### config.mk
export PLATFORM = sky130hd
export DESIGN_NAME = pc_gen_unit
export DESIGN_NICKNAME = d
export VERILOG_FILES = /design/src/rtl/pc_gen_unit.sv
export SDC_FILE = /design/constraint.sdc
export NUM_CORES = 1
export LEC_CHECK = 0
export ABC_AREA = 1
export BUFFER_PORTS_ARGS = -buffer_cell sky130_fd_sc_hd__buf_2
export CORE_ASPECT_RATIO = 0.6
export CORE_MARGIN = 4
export CORE_UTILIZATION = 46
export DETAILED_ROUTE_END_ITERATION = 8
export PLACE_DENSITY_LB_ADDON = 0.08
export SLEW_MARGIN = 20
export SYNTH_ARGS = -nofsm -noshare
export SYNTH_HDL_FRONTEND = slang
export SYNTH_SLANG_ARGS = --single-unit
### constraint.sdc
create_clock -name clk_i -period 2.5 [get_ports clk_i]
set_input_delay 0.5 -clock clk_i [delete_from_list [all_inputs] [get_ports clk_i]]
set_output_delay 0.5 -clock clk_i [all_outputs]
set_load 0.01 [all_outputs]
### src/rtl/pc_gen_unit.sv
// Fetch program-counter generator: boot PC, sequential fetch, branch prediction,
// early-jump and backend redirects, and halt control.

package len5_pkg;
    localparam int unsigned XLEN = 64;
endpackage

package fetch_pkg;
    typedef struct packed {
        logic [len5_pkg::XLEN-1:0] pc;
        logic [len5_pkg::XLEN-1:0] target;
        logic                      taken;
    } prediction_t;
endpackage

// state | meaning
// ------+--------------------------------------------------------------
// RESET | PC loaded with BOOT_PC, no request issued
// FETCH | fetch request presented at pc_o, advances when accepted
// HALT  | no request issued, PC held (redirects still applied)
module pc_gen_unit #(
    parameter logic [63:0] BOOT_PC = 64'h0,
    parameter int unsigned XLEN    = len5_pkg::XLEN
) (
    input  logic                   clk_i,
    input  logic                   rst_i,
    input  logic                   halt_i,
    input  fetch_pkg::prediction_t bpu_pred_i,
    input  logic                   early_jump_valid_i,
    input  logic                   early_jump_flush_i,
    input  logic [XLEN-1:0]        early_jump_base_i,
    input  logic [XLEN-1:0]        early_jump_offs_i,
    output logic [XLEN-1:0]        early_jump_target_o,
    input  logic                   res_mispredict_i,
    input  logic [XLEN-1:0]        res_target_i,
    input  logic                   mem_ready_i,
    output logic                   mem_valid_o,
    output logic [XLEN-1:0]        pc_o,
    output logic                   mem_flush_o
);

    typedef enum logic [1:0] {
        RESET = 2'd0,
        FETCH = 2'd1,
        HALT  = 2'd2
    } state_t;

    state_t          state_q;
    logic            mem_valid_q;
    logic [XLEN-1:0] pc_q;
    logic [XLEN-1:0] pc_next;
    logic [XLEN-1:0] jump_sum;
    logic            accepted;

    // The predictor's own pc tag is informational; the prediction is taken as
    // belonging to the address currently presented.
    logic unused_pred_pc;
    assign unused_pred_pc = ^bpu_pred_i.pc;

    assign jump_sum            = early_jump_base_i + early_jump_offs_i;
    assign early_jump_target_o = {jump_sum[XLEN-1:1], 1'b0};
    assign mem_flush_o         = res_mispredict_i;
    assign accepted            = mem_valid_q && mem_ready_i;

    always_comb begin
        pc_next = pc_q;
        if (res_mispredict_i) begin
            pc_next = res_target_i;
        end else if (early_jump_valid_i && early_jump_flush_i) begin
            pc_next = early_jump_target_o;
        end else if (accepted && bpu_pred_i.taken) begin
            pc_next = bpu_pred_i.target[XLEN-1:0];
        end else if (accepted) begin
            pc_next = pc_q + XLEN'(4);
        end
    end

    always_ff @(posedge clk_i) begin
        if (rst_i) begin
            state_q     <= RESET;
            mem_valid_q <= 1'b0;
            pc_q        <= BOOT_PC[XLEN-1:0];
        end else begin
            pc_q <= pc_next;
            case (state_q)
                RESET: begin
                    state_q     <= FETCH;
                    mem_valid_q <= 1'b1;
                end
                FETCH: begin
                    if (halt_i) begin
                        state_q     <= HALT;
                        mem_valid_q <= 1'b0;
                    end else begin
                        mem_valid_q <= 1'b1;
                    end
                end
                HALT: begin
                    if (!halt_i) begin
                        state_q     <= FETCH;
                        mem_valid_q <= 1'b1;
                    end else begin
                        mem_valid_q <= 1'b0;
                    end
                end
                default: begin
                    state_q     <= RESET;
                    mem_valid_q <= 1'b0;
                end
            endcase
        end
    end

    assign mem_valid_o = mem_valid_q;
    assign pc_o        = pc_q;

endmodule

==> results of run 1 <==
metal layers:
| layer | overflow | global-route usage, % |
|---|---|---|
| met5 | 19 | 62.4 |
| met4 | 356 | 103 |
| met3 | 89 | 83.2 |
| met2 | 715 | 110 |
| met1 | 73 | 88.2 |
per-stage QoR:
stage	area [µm²]	hold slack, ns	instances	setup WS, ns
floorplan	11600	0.490	2241	0.0142
global placement	16000	0.507	3195	-0.489
detailed placement	16000	0.535	3195	-0.568
CTS	19300	0.399	3280	-0.261
cells by family after synthesis:
group,Yosys count,share of synthesized area [%]
DFF,67,11.6
AOI/OAI and AO/OA,329,15.4
and+or+nand+nor,1381,51.0
xor gates and xnor gates,35,2.65
adders and majority gates,68,7.42
other,1,0.0324
buffers and inverters,360,11.8
synth_stat cells, types with 4 or more instances:
library cell	instances
buf_1	12
and2_1	41
a41oi_1	12
o211ai_1	15
a21oi_1	167
xnor2_1	9
nor3_1	39
nand2_1	748
inv_1	299
dfxtp_1	67
o21ai_0	113
ha_1	67
nand3_1	148
inv_2	4
buf_2	7
nor2_4	8
xor2_1	26
clkbuf_1	32
nor2_1	292
or2_2	20
nand4_1	38
nand3b_1	31
o21bai_1	10
what timing repair did:
action                                  4_1_cts
buffers inserted                             70
endpoints found under the setup margin       59
pin swaps                                   152
resized for setup                           551
endpoints found under the hold margin         0
cloned                                        0
==> flow_summary.ini, run 1 <==
[clocking]
cts_buffers = 9
cts_hold_buf = 0
cts-root-buf = clkbuf_16
cts_buffer_depth = 2
clock_sinks = 67
htreeDepth = 3

[yosys]
synth_cell_types = 44
syn_nets = 2637
synth_area_per_cell_um2 = 5.16
synth_edf_count = 0
async_flop_share_pct = 0
synthesis.area_um2 = 11600
yosys_warnings = 0
syn_inst = 2241
yosys.area.top_type = nand2_1
synth_ff_type = dfxtp_1
yosysSeqAreaShare_pct = 11.6
synth.top_cell.area_share_pct = 24.3
synthTopCellsByArea = nand2_1 (24%), dfxtp_1 (12%), inv_1 (9.7%), nor2_1 (9.5%), ha_1 (7.2%)
synth-seq-cells = 67

[floorplanning]
die_h_um = 131
start_util_pct = 47.3
rows = 44
ioPinCount = 458
die_w_um = 213

[grt]
grtUsageTotal_pct = 94.3
grt_max_degree = 123
grt_overflow_total = 1252

[status]
error_line = [ERROR GRT-0232] Routing congestion too high. Check the congestion heatmap in the GUI.
run_status = aborted with a tool error
haltStage = 5_1_grt

[place]
hpwlAfterDp_um = 50900
port_buffers = 392
gp_congestion = 1.06

[timing]
worst_endpoint = early_jump_target_o[49]
worst-ep-kind = top-level output
==> run 2: changes to the inputs <==
Settings changed: CORE_ASPECT_RATIO 0.6 to unset, CORE_UTILIZATION 46 to 37, PLACE_DENSITY_LB_ADDON 0.08 to 0.15.
Clock period 2.5 ns to 3.2 ns, I/O delays scaled along.
==> flow_summary.ini, run 2 <==
[power]
peakVddDrop_uv = 227
power_w = 0.00571
leakage_nw = 8.52
p_per_area_nw_per_um2 = 337

[route]
drtIter0Drc = 1231
postRouteWirelength_um = 61900
num_vias = 16796
wl_per_cell_um = 19.4
ant_nets = 0
routed_via_density = 5.26
drcViolationCount = 0
first_pass_iters = 5

[yosys]
synthAdderAreaFrac_pct = 7.42
synth_compound_area_share_pct = 15.4
synth_mux_area_share_pct = 0
synth_top_family_by_area = simple AND/OR/NAND/NOR gates
yosysMostFrequentCell = nand2_1
synthTopCellsByCount = nand2_1 (748), inv_1 (299), nor2_1 (292), a21oi_1 (167), nand3_1 (148)
syn_inst = 2241
synth_edf_count = 0
yosysSeqAreaShare_pct = 11.6
yosys_warnings = 0
synthTopCellsByArea = nand2_1 (24%), dfxtp_1 (12%), inv_1 (9.7%), nor2_1 (9.5%), ha_1 (7.2%)
yosys.area_share.xor_xnor_pct = 2.65
synthesis.area_um2 = 11600
synth.top_cell.area_share_pct = 24.3
synth_cell_types = 44
synth_area_per_cell_um2 = 5.16
synth-seq-cells = 67
yosys.area.top_type = nand2_1
async_flop_share_pct = 0
yosys.area_share.simple_pct = 51.0
syn_nets = 2637
synth_ff_type = dfxtp_1

[floorplanning]
start_util_pct = 37.6
ioPinCount = 458
die_w_um = 185
core_area_um2 = 30700
rows = 64
die_h_um = 185
die_area_um2 = 34200

[place]
hpwlAfterDp_um = 51400
port_buffers = 392
gp_congestion = 0.974
placed_area_um2 = 15300

[timing]
setup_viol = 0
holdWs_ns = 0.536
max_clock_freq_mhz = 316
drv_slew = 0
tns_ns = 0
tightest_slew_ns = 1.01
hold_viol_final = 0
grt_setup_unrepaired = yes
slew_headroom_pct = 32.1
min_period_over_period_pct = 98.8
fin_skew_ns = 0.0127
fin_crit_ns = 3.16

[worst_setup_path]
crit_type = in2out
cp-start-kind = input pin
arrival_ns = 2.52
setup.worst_path.end_class = output pin
crit_fanout = 5
crit_required_ns = 2.56

[clocking]
cts_tree = yes
cts-root-buf = clkbuf_16
clock_latency_ns = 0.36
cts_buffer_depth = 2
clkSlewWorstSetupHoldPaths_ns = 0.07
htreeDepth = 3
cts_buffers = 9
cts_hold_buf = 0
clock_sinks = 67

[grt]
grtUsageTotal_pct = 33.7
grt_overflow_total = 0
grt_max_degree = 123
grt_pass1_vias = 15590
grt_pass1_wl_um = 88700
antenna_found_initial = 0

[worst_hold_path]
hp-class = in2reg

[layout]
regArea_um2 = 1340
antennaDiodeCount = 0
post-route-util_pct = 55.1
fill_cells = 3326
fin_area_um2 = 16900
final_common_cell = nand2_1
largest_reg_flops = 64
multi_input_area_um2 = 10100
nets = 3186
layout_common_cells = nand2_1 (671), buf_2 (390), inv_1 (291)
layout-drive-gt1-share_pct = 33.0
syn2layout_area_growth_pct = 46.3

[status]
run_status = complete, no violations

[job]
max-cap-violations = 0
## run 2: cell counts after synthesis
Identical to the previous run, type by type.
## run 2: metrics by stage
step | setup WS (ns) | cells
2_1_floorplan | 0.266 | 2241
3_3_place_gp | -0.172 | 3163
3_5_place_dp | -0.182 | 3163
4_1_cts | 0.0000544 | 3183
5_1_grt | -0.0770 | 3191
6_report | 0.0396 | 3191
## run 2: cell type report
cell class	count	area share, %
Clock buffer	9	1.33
Clock inverter	7	0.495
Inverter	307	6.82
Multi-Input combinational cell	1814	59.8
Sequential cell	67	7.92
Tap cell	396	2.93
Timing Repair Buffer	591	20.7
## run 2: path summary, 6_finish.rpt
| kind | start | end | slack, ns | depth (start not counted) |
|---|---|---|---|---|
| setup / recovery | early_jump_base_i[24] | early_jump_target_o[50] | 0.04 | 14 |
| hold / removal | rst_i | pc_o[2] | 0.54 | 2 |
| setup reg to reg | pc_o[2] | pc_o[28] | 0.75 | 13 |
| hold reg to reg | state_q[1] | state_q[1] | 0.55 | 2 |
## run 2: timing repair
item                       in CTS  in global routing
setup endpoints to repair      34                 42
setup buffers                   4                  8
resized for setup              68                257
pin swaps                       5                 39
## run 2: kinds of logic (layout without fill, tap and decap cells)
kind of cell               after synthesis  after routing
buffers and inverters                  360            914
xor gates and xnor gates                35             35
AOI/OAI and AO/OA                      329            329
DFF                                     67             67
and+or+nand+nor                       1381           1381
other                                    1              1
adders and majority gates               68             68
## run 2: routing by layer
layer | track usage, % | up-vias | wire (µm)
met5 | 0 | - | 0
met4 | 13.0 | 0 | 2530
met3 | 2.81 | 116 | 3760
met2 | 57.2 | 629 | 29200
met1 | 44.6 | 7788 | 26400
li1 | - | 8263 | -
## run 2: worst max-delay path, stage by stage
cell and delay [ns]:
buf_2 0.11, ha_2 0.37, nand2_1 0.11, nor2_2 0.14
inv_1 0.09, nor3_4 0.23, buf_4 0.17, nand2_1 0.05
nor2_1 0.10, nand2_1 0.08, nand2_1 0.07, nand2_1 0.06
and2_4 0.15, buf_2 0.14
## run 2: where the power goes
part           switching, W  leakage (nW)  internal [W]
Clock              0.000473         0.149      0.000618
Combinational       0.00198          7.82       0.00141
Sequential         0.000256         0.557      0.000972
(Power assumes the default switching activity.)
